===== config.mk =====
export PLATFORM = sky130hd
export DESIGN_NAME = uart_tx_mmio
export DESIGN_NICKNAME = d
export VERILOG_FILES = /design/src/rtl/uart_pkg.sv /design/src/rtl/uart_tx_fifo.sv /design/src/rtl/uart_tx_mmio.sv
export SDC_FILE = /design/constraint.sdc
export NUM_CORES = 1
export LEC_CHECK = 0
export CORE_UTILIZATION = 33
export DETAILED_ROUTE_END_ITERATION = 8
export DONT_BUFFER_PORTS = 1
export PLACE_DENSITY = 0.51
export SETUP_SLACK_MARGIN = 0.15
export SYNTH_ARGS = -nofsm -noshare
export SYNTH_HDL_FRONTEND = slang
export SYNTH_SLANG_ARGS = --single-unit

===== constraint.sdc =====
create_clock -name clk -period 2.2 [get_ports clk]
set_input_delay 0.33 -clock clk [delete_from_list [all_inputs] [get_ports clk]]
set_output_delay 0.33 -clock clk [all_outputs]
set_load 0.01 [all_outputs]

===== src/rtl/uart_pkg.sv =====
// Shared definitions for the MMIO UART transmitter: FSM encoding,
// status register bit positions and default register addresses.
package uart_pkg;

  typedef enum logic [1:0] {
    IDLE  = 2'd0,
    START = 2'd1,
    DATA  = 2'd2,
    STOP  = 2'd3
  } tx_state_e;

  localparam int STAT_FULL = 0;
  localparam int STAT_IDLE = 1;
  localparam int STAT_OVF  = 2;

  localparam logic [31:0] DEF_ADDR_DATA = 32'hFFFF_FFFE;
  localparam logic [31:0] DEF_ADDR_STAT = 32'hFFFF_FFFD;

endpackage


===== src/rtl/uart_tx_fifo.sv =====
// Byte FIFO feeding the UART shifter. DEPTH == 1 collapses to a single
// holding register; larger depths use a power-of-2 ring with an occupancy count.
module uart_tx_fifo #(
  parameter int unsigned DEPTH = 8
) (
  input  logic       clk,
  input  logic       rst,
  input  logic       push,
  input  logic [7:0] din,
  input  logic       pop,
  output logic [7:0] data,
  output logic       full,
  output logic       empty
);

  if (DEPTH == 1) begin : g_hold
    logic [7:0] hold;
    logic       valid;

    always_ff @(posedge clk or posedge rst) begin
      if (rst) begin
        valid <= 1'b0;
      end else if (push) begin
        valid <= 1'b1;
      end else if (pop) begin
        valid <= 1'b0;
      end
    end

    always_ff @(posedge clk) begin
      if (push) hold <= din;
    end

    assign data  = hold;
    assign full  = valid;
    assign empty = !valid;
  end else begin : g_ring
    localparam int unsigned AW = $clog2(DEPTH);
    localparam logic [AW:0] FULL_CNT = (AW+1)'(DEPTH);

    logic [7:0]    mem [DEPTH];
    logic [AW-1:0] wr_ptr;
    logic [AW-1:0] rd_ptr;
    logic [AW:0]   count;

    always_ff @(posedge clk or posedge rst) begin
      if (rst) begin
        wr_ptr <= '0;
        rd_ptr <= '0;
        count  <= '0;
      end else begin
        if (push) wr_ptr <= wr_ptr + 1'b1;
        if (pop)  rd_ptr <= rd_ptr + 1'b1;
        case ({push, pop})
          2'b10:   count <= count + 1'b1;
          2'b01:   count <= count - 1'b1;
          default: count <= count;
        endcase
      end
    end

    // A push into a full ring with a simultaneous pop overwrites the head
    // slot only after the shifter has captured it on the same edge.
    always_ff @(posedge clk) begin
      if (push) mem[wr_ptr] <= din;
    end

    assign data  = mem[rd_ptr];
    assign full  = (count == FULL_CNT);
    assign empty = (count == '0);
  end

endmodule


===== src/rtl/uart_tx_mmio.sv =====
// Memory-mapped 8N1 UART transmitter with a transmit FIFO and status register.
// Define UART_TX_FIFO_EN for a FIFO_DEPTH-entry FIFO; otherwise one holding register.
module uart_tx_mmio
  import uart_pkg::*;
#(
  parameter int unsigned CLK_FREQ   = 66000000,
  parameter int unsigned BAUD_RATE  = 115200,
  parameter logic [31:0] ADDR_DATA  = DEF_ADDR_DATA,
  parameter logic [31:0] ADDR_STAT  = DEF_ADDR_STAT,
  parameter int unsigned FIFO_DEPTH = 8
) (
  input  logic        clk,
  input  logic        rst,
  input  logic [1:0]  we,
  input  logic [2:0]  re,
  input  logic [31:0] addr,
  input  logic [31:0] din,
  output logic [31:0] dout,
  output logic        uart_tx,
  output logic        busy
);

  localparam int unsigned DIV   = CLK_FREQ / BAUD_RATE;
  localparam int unsigned CNT_W = (DIV > 2) ? $clog2(DIV) : 1;
  localparam logic [CNT_W-1:0] CNT_RELOAD = CNT_W'(DIV - 1);
`ifdef UART_TX_FIFO_EN
  localparam int unsigned FIFO_N = FIFO_DEPTH;
`else
  localparam int unsigned FIFO_N = 1;
`endif

  if (FIFO_DEPTH < 2 || (FIFO_DEPTH & (FIFO_DEPTH - 1)) != 0) begin : g_bad_depth
    $error("uart_tx_mmio: FIFO_DEPTH must be a power of 2 and at least 2");
  end

  logic             wr_data, rd_stat, push, pop, ovf_set, tick, ovf;
  logic             fifo_full, fifo_empty;
  logic [7:0]       fifo_data, shreg;
  tx_state_e        state, state_nxt;
  logic [CNT_W-1:0] cnt;
  logic [2:0]       bit_idx;
  logic             tx_p1, frame_p1;
  logic [31:0]      status;
  logic             unused_din;

  assign unused_din = ^din[31:8];
  assign wr_data    = (we != 2'b00) && (addr == ADDR_DATA);
  assign rd_stat    = (re != 3'b000) && (addr == ADDR_STAT);
  assign tick       = (cnt == '0);
  assign push       = wr_data && (!fifo_full || pop);
  assign ovf_set    = wr_data && fifo_full && !pop;

  uart_tx_fifo #(.DEPTH(FIFO_N)) u_fifo (
    .clk   (clk),
    .rst   (rst),
    .push  (push),
    .din   (din[7:0]),
    .pop   (pop),
    .data  (fifo_data),
    .full  (fifo_full),
    .empty (fifo_empty)
  );

  always_ff @(posedge clk or posedge rst) begin
    if (rst) state <= IDLE;
    else     state <= state_nxt;
  end

  always_comb begin
    state_nxt = state;
    pop       = 1'b0;
    case (state)
      IDLE: begin
        if (!fifo_empty) begin
          state_nxt = START;
          pop       = 1'b1;
        end
      end
      START: if (tick) state_nxt = DATA;
      DATA:  if (tick && bit_idx == 3'd7) state_nxt = STOP;
      STOP: begin
        if (tick) begin
          if (!fifo_empty) begin
            state_nxt = START;
            pop       = 1'b1;
          end else begin
            state_nxt = IDLE;
          end
        end
      end
      default: state_nxt = IDLE;
    endcase
  end

  always_ff @(posedge clk or posedge rst) begin
    if (rst) begin
      cnt     <= '0;
      bit_idx <= '0;
    end else if (pop) begin
      cnt     <= CNT_RELOAD;
      bit_idx <= '0;
    end else if (state != IDLE) begin
      if (tick) begin
        cnt <= CNT_RELOAD;
        if (state == DATA) bit_idx <= bit_idx + 1'b1;
      end else begin
        cnt <= cnt - 1'b1;
      end
    end
  end

  always_ff @(posedge clk) begin
    if (pop) shreg <= fifo_data;
  end

  // Stage p1: line driver registered one cycle behind the FSM
  always_ff @(posedge clk or posedge rst) begin
    if (rst) begin
      tx_p1    <= 1'b1;
      frame_p1 <= 1'b0;
    end else begin
      frame_p1 <= (state != IDLE);
      case (state)
        START:   tx_p1 <= 1'b0;
        DATA:    tx_p1 <= shreg[bit_idx];
        default: tx_p1 <= 1'b1;
      endcase
    end
  end

  always_comb begin
    status            = '0;
    status[STAT_FULL] = fifo_full;
    status[STAT_IDLE] = fifo_empty && (state == IDLE);
    status[STAT_OVF]  = ovf;
  end

  // A dropped write on the same edge as a status read keeps the flag set.
  always_ff @(posedge clk or posedge rst) begin
    if (rst) begin
      ovf  <= 1'b0;
      dout <= '0;
    end else begin
      if (ovf_set)      ovf <= 1'b1;
      else if (rd_stat) ovf <= 1'b0;
      dout <= rd_stat ? status : '0;
    end
  end

  assign uart_tx = tx_p1;
  assign busy    = (state != IDLE) || !fifo_empty || frame_p1;

endmodule


==> flow_metrics.tcl, run 1 <==
set metrics [dict create \
    outcome "complete, no violations" \
    cts.sinks 38 \
    dp.cells 260 \
    drt_first_pass_iters 6 \
    ys_types 42 \
    clockBufferDepth 2 \
    fin_tns_setup_ns 0 \
    mostFrequentLayoutCells "conb_1 (29), dfrtp_1 (21), edfxtp_1 (16)" \
    cts_tree "built" \
    crit_chain "inv_1, ha_2, nand2b_1, or2_2" \
    antenna_cells 0 \
    ys_seq_elements 38 \
    clk_pin_slew_ns 0.08 \
    endpoint_kind "output pin" \
    ir_worst_vdd_uv 329 \
    rows 28 \
    ant_nets 0 \
    dr_total_vias 1261 \
    grt_pass1_vias 1197 \
    hold_ws_ns 0.131 \
    gp_congestion 0.741 \
    cts-root-buf "clkbuf_8" \
    maxSlewViolCount 0 \
    drv_cap 0 \
    fin_skew_ns 0.00597 \
    post_layout_nonfiller_instances 269 \
    fp.coreArea_sq_mm 0.00592 \
    synthMuxAreaShare_pct 4.76 \
    synthSimpleGateAreaFrac_pct 14.7 \
    dpl_cell_area_sq_mm 0.00208 \
    grt_max_degree 23 \
    avgViaCountPerCell 4.69 \
    synthXorXnorAreaFrac_pct 3.46 \
    async_reset_ff_share_pct 57.9 \
    clock_latency_ns 0.29 \
    routed_wl_mm 3.37 \
    crit_fanout 7 \
    die_y_um 80.3 \
    slowest_stage "dfrtp_1" \
    initial_core_util_pct 34.2 \
    final_layout_size_suffix_gt1_share_pct 14.4 \
    overflow 0 \
    die_x_um 80.3 \
    area_growth_pct 9.28 \
    syn_inst 180 \
    synth_edf_count 16 \
    syn_area_per_cell_sq_um 11.2 \
    cellLeakagePower_nw 0.918 \
    synth-main-ff-cell "dfrtp_1" \
    cts_htree_levels 2 \
    io_buffers 0 \
    antenna_found_initial 0 \
    required_ns 1.87 \
    cp.arrival_ns 1.59 \
    critPathLaunchType "register" \
    p_per_area_mw_per_mm2 612 \
    boundaryPins 105 \
    fin_crit_sh_pct 87.2 \
    drc 0 \
    layout_min_cycle_time_ns 1.92 \
    num-fill-cells 584 \
    synth_area_sq_mm 0.00202 \
    hpwlAfterDp_mm 2.61 \
    grt_pass1_wl_mm 5.44 \
    drtIter0Drc 31 \
    fmax_mhz 521 \
    cts_buffers 5 \
    rsz0062_at_grt "no" \
    synth_top_family_by_area "simple AND/OR/NAND/NOR gates" \
    dieArea_sq_mm 0.00645 \
    worst-setup-path-type "register to output pin" \
    setup_viol 0 \
    ys_seq_area_share_pct 51.0 \
    synthAdderAreaFrac_pct 4.95 \
    finalInstanceArea_sq_mm 0.00221 \
    hold_viol 0 \
    final_common_cell "conb_1" \
    globalRouteTotalUtil_pct 11.6 \
    yosysWarnings 0 \
    cpPeakStageDelay_ns 0.43 \
    avgRoutedWirePerCell_um 12.5 \
    hp-class "input pin to register" \
    fin_nets 272 \
    synth_compound_area_share_pct 7.79 \
]
sequential cells by signal, indices dropped and copies added (netlist names):
signal       cells
u_fifo.data      8
frame_p1         1
bit_idx          3
uart_tx          1
cnt             10
dout             3
ovf              1
shreg            8
state            2
u_fifo.full      1
power breakdown:
group	switching, W	internal, W
Sequential	0.000000000000693	0.000736
Clock	0.000246	0.000334
Combinational	0.0000321	0.00000551
worst paths after layout:
path	from	end	slack [ns]	cells after the start
max in group asynchronous	rst	uart_tx	1.41	3
hold reg to reg	u_fifo.data[1]	shreg[1]	0.42	0
min in group asynchronous	rst	bit_idx[2]	0.52	3
setup reg to reg	state[1]	cnt[8]	0.30	6
setup / recovery	state[1]	busy	0.28	4
hold / removal	din[6]	u_fifo.data[6]	0.13	0
cells by family (layout without fill, tap and decap cells):
logic type,Yosys count,after routing
buffers and inverters,42,28
AND/OR/NAND/NOR,53,53
XOR/XNOR,8,8
multiplexers,7,7
flip-flops,38,38
AO/OA/AOI/OAI,23,23
adder cells (fa/ha/maj),8,8
other,1,29
cells in the mapped netlist (all sizes together) (2+ instances only):
cell type	n	area share, %
buf	29	11
dfrtp	21	26
edfxtp	16	24
nor2	12	2.2
inv	11	2.0
nand2	11	2.0
ha	8	4.9
nand4	7	2.2
o21ai	7	1.7
xor2	6	2.6
nor3	5	1.2
mux2i	4	2.0
o211ai	4	1.5
nor2b	3	0.93
nor4	3	1.7
a21oi	2	0.49
clkbuf	2	0.37
mux4	2	2.2
nand2b	2	0.62
nand3	2	0.49
o2111ai	2	0.87
or3	2	0.62
xnor2	2	0.87
per-stage QoR:
step                      worst slack [ns]  util, %  power, W
after floorplan                      0.239        -  0.000821
after global placement               0.196     35.1  0.000787
after detailed placement             0.159     35.1  0.000788
after CTS                            0.192     37.1   0.00138
after global routing                 0.156     37.3   0.00141
final                                0.282     37.3   0.00135
what timing repair did:
item	CTS	global route
buffers inserted	0	0
setup endpoints to repair	1	11
hold buffers	1	0
hold endpoints to repair	21	0
resized for setup	1	3
worst max-delay path, delay by kind of cell, from the launching register on:
kind,cells,cell delay [ns]
adders and majority gates,1,0.27
and+or+nand+nor,2,0.49
DFF,1,0.43
buffers and inverters,1,0.12
final cells by class:
cell class / count / area (sq um) / area share [%]
clock inverters: 3 / 40.0 / 1.81
inverters: 11 / 41.3 / 1.87
repair buffers: 9 / 82.6 / 3.74
well taps: 75 / 93.8 / 4.24
clock buffers: 5 / 68.8 / 3.11
multi-input cells: 128 / 852 / 38.5
flip-flops and latches: 38 / 1030 / 46.7
per-layer routing:
| metal | routed length [um] | share of wire, % | up-vias | global-route usage [%] |
|---|---|---|---|---|
| met1 | 1370 | 41 | 589 | 12.6 |
| li1 | - | - | 604 | - |
| met5 | 0 | 0 | - | 0 |
| met3 | 192 | 5.7 | 4 | 3.75 |
| met2 | 1780 | 53 | 64 | 20.7 |
| met4 | 21 | 0.62 | 0 | 4.82 |
Note: power is estimated with default switching activity, not from simulation.
==> run 2: changes to the inputs <==
--- a/config.mk
+++ b/config.mk
@@ -8,6 +8,7 @@
 export CORE_UTILIZATION = 33
 export DETAILED_ROUTE_END_ITERATION = 8
 export DONT_BUFFER_PORTS = 1
+export MAX_ROUTING_LAYER = met4
 export PLACE_DENSITY = 0.51
 export SETUP_SLACK_MARGIN = 0.15
 export SYNTH_ARGS = -nofsm -noshare
==> results of run 2 <==
Final layout, timing and power as in run 1 (identical DEF).
Main changes from that run: final weighted congestion in routability-driven placement 0.741 -> 0.750; overall routing resource usage 11.6% -> 11.9%
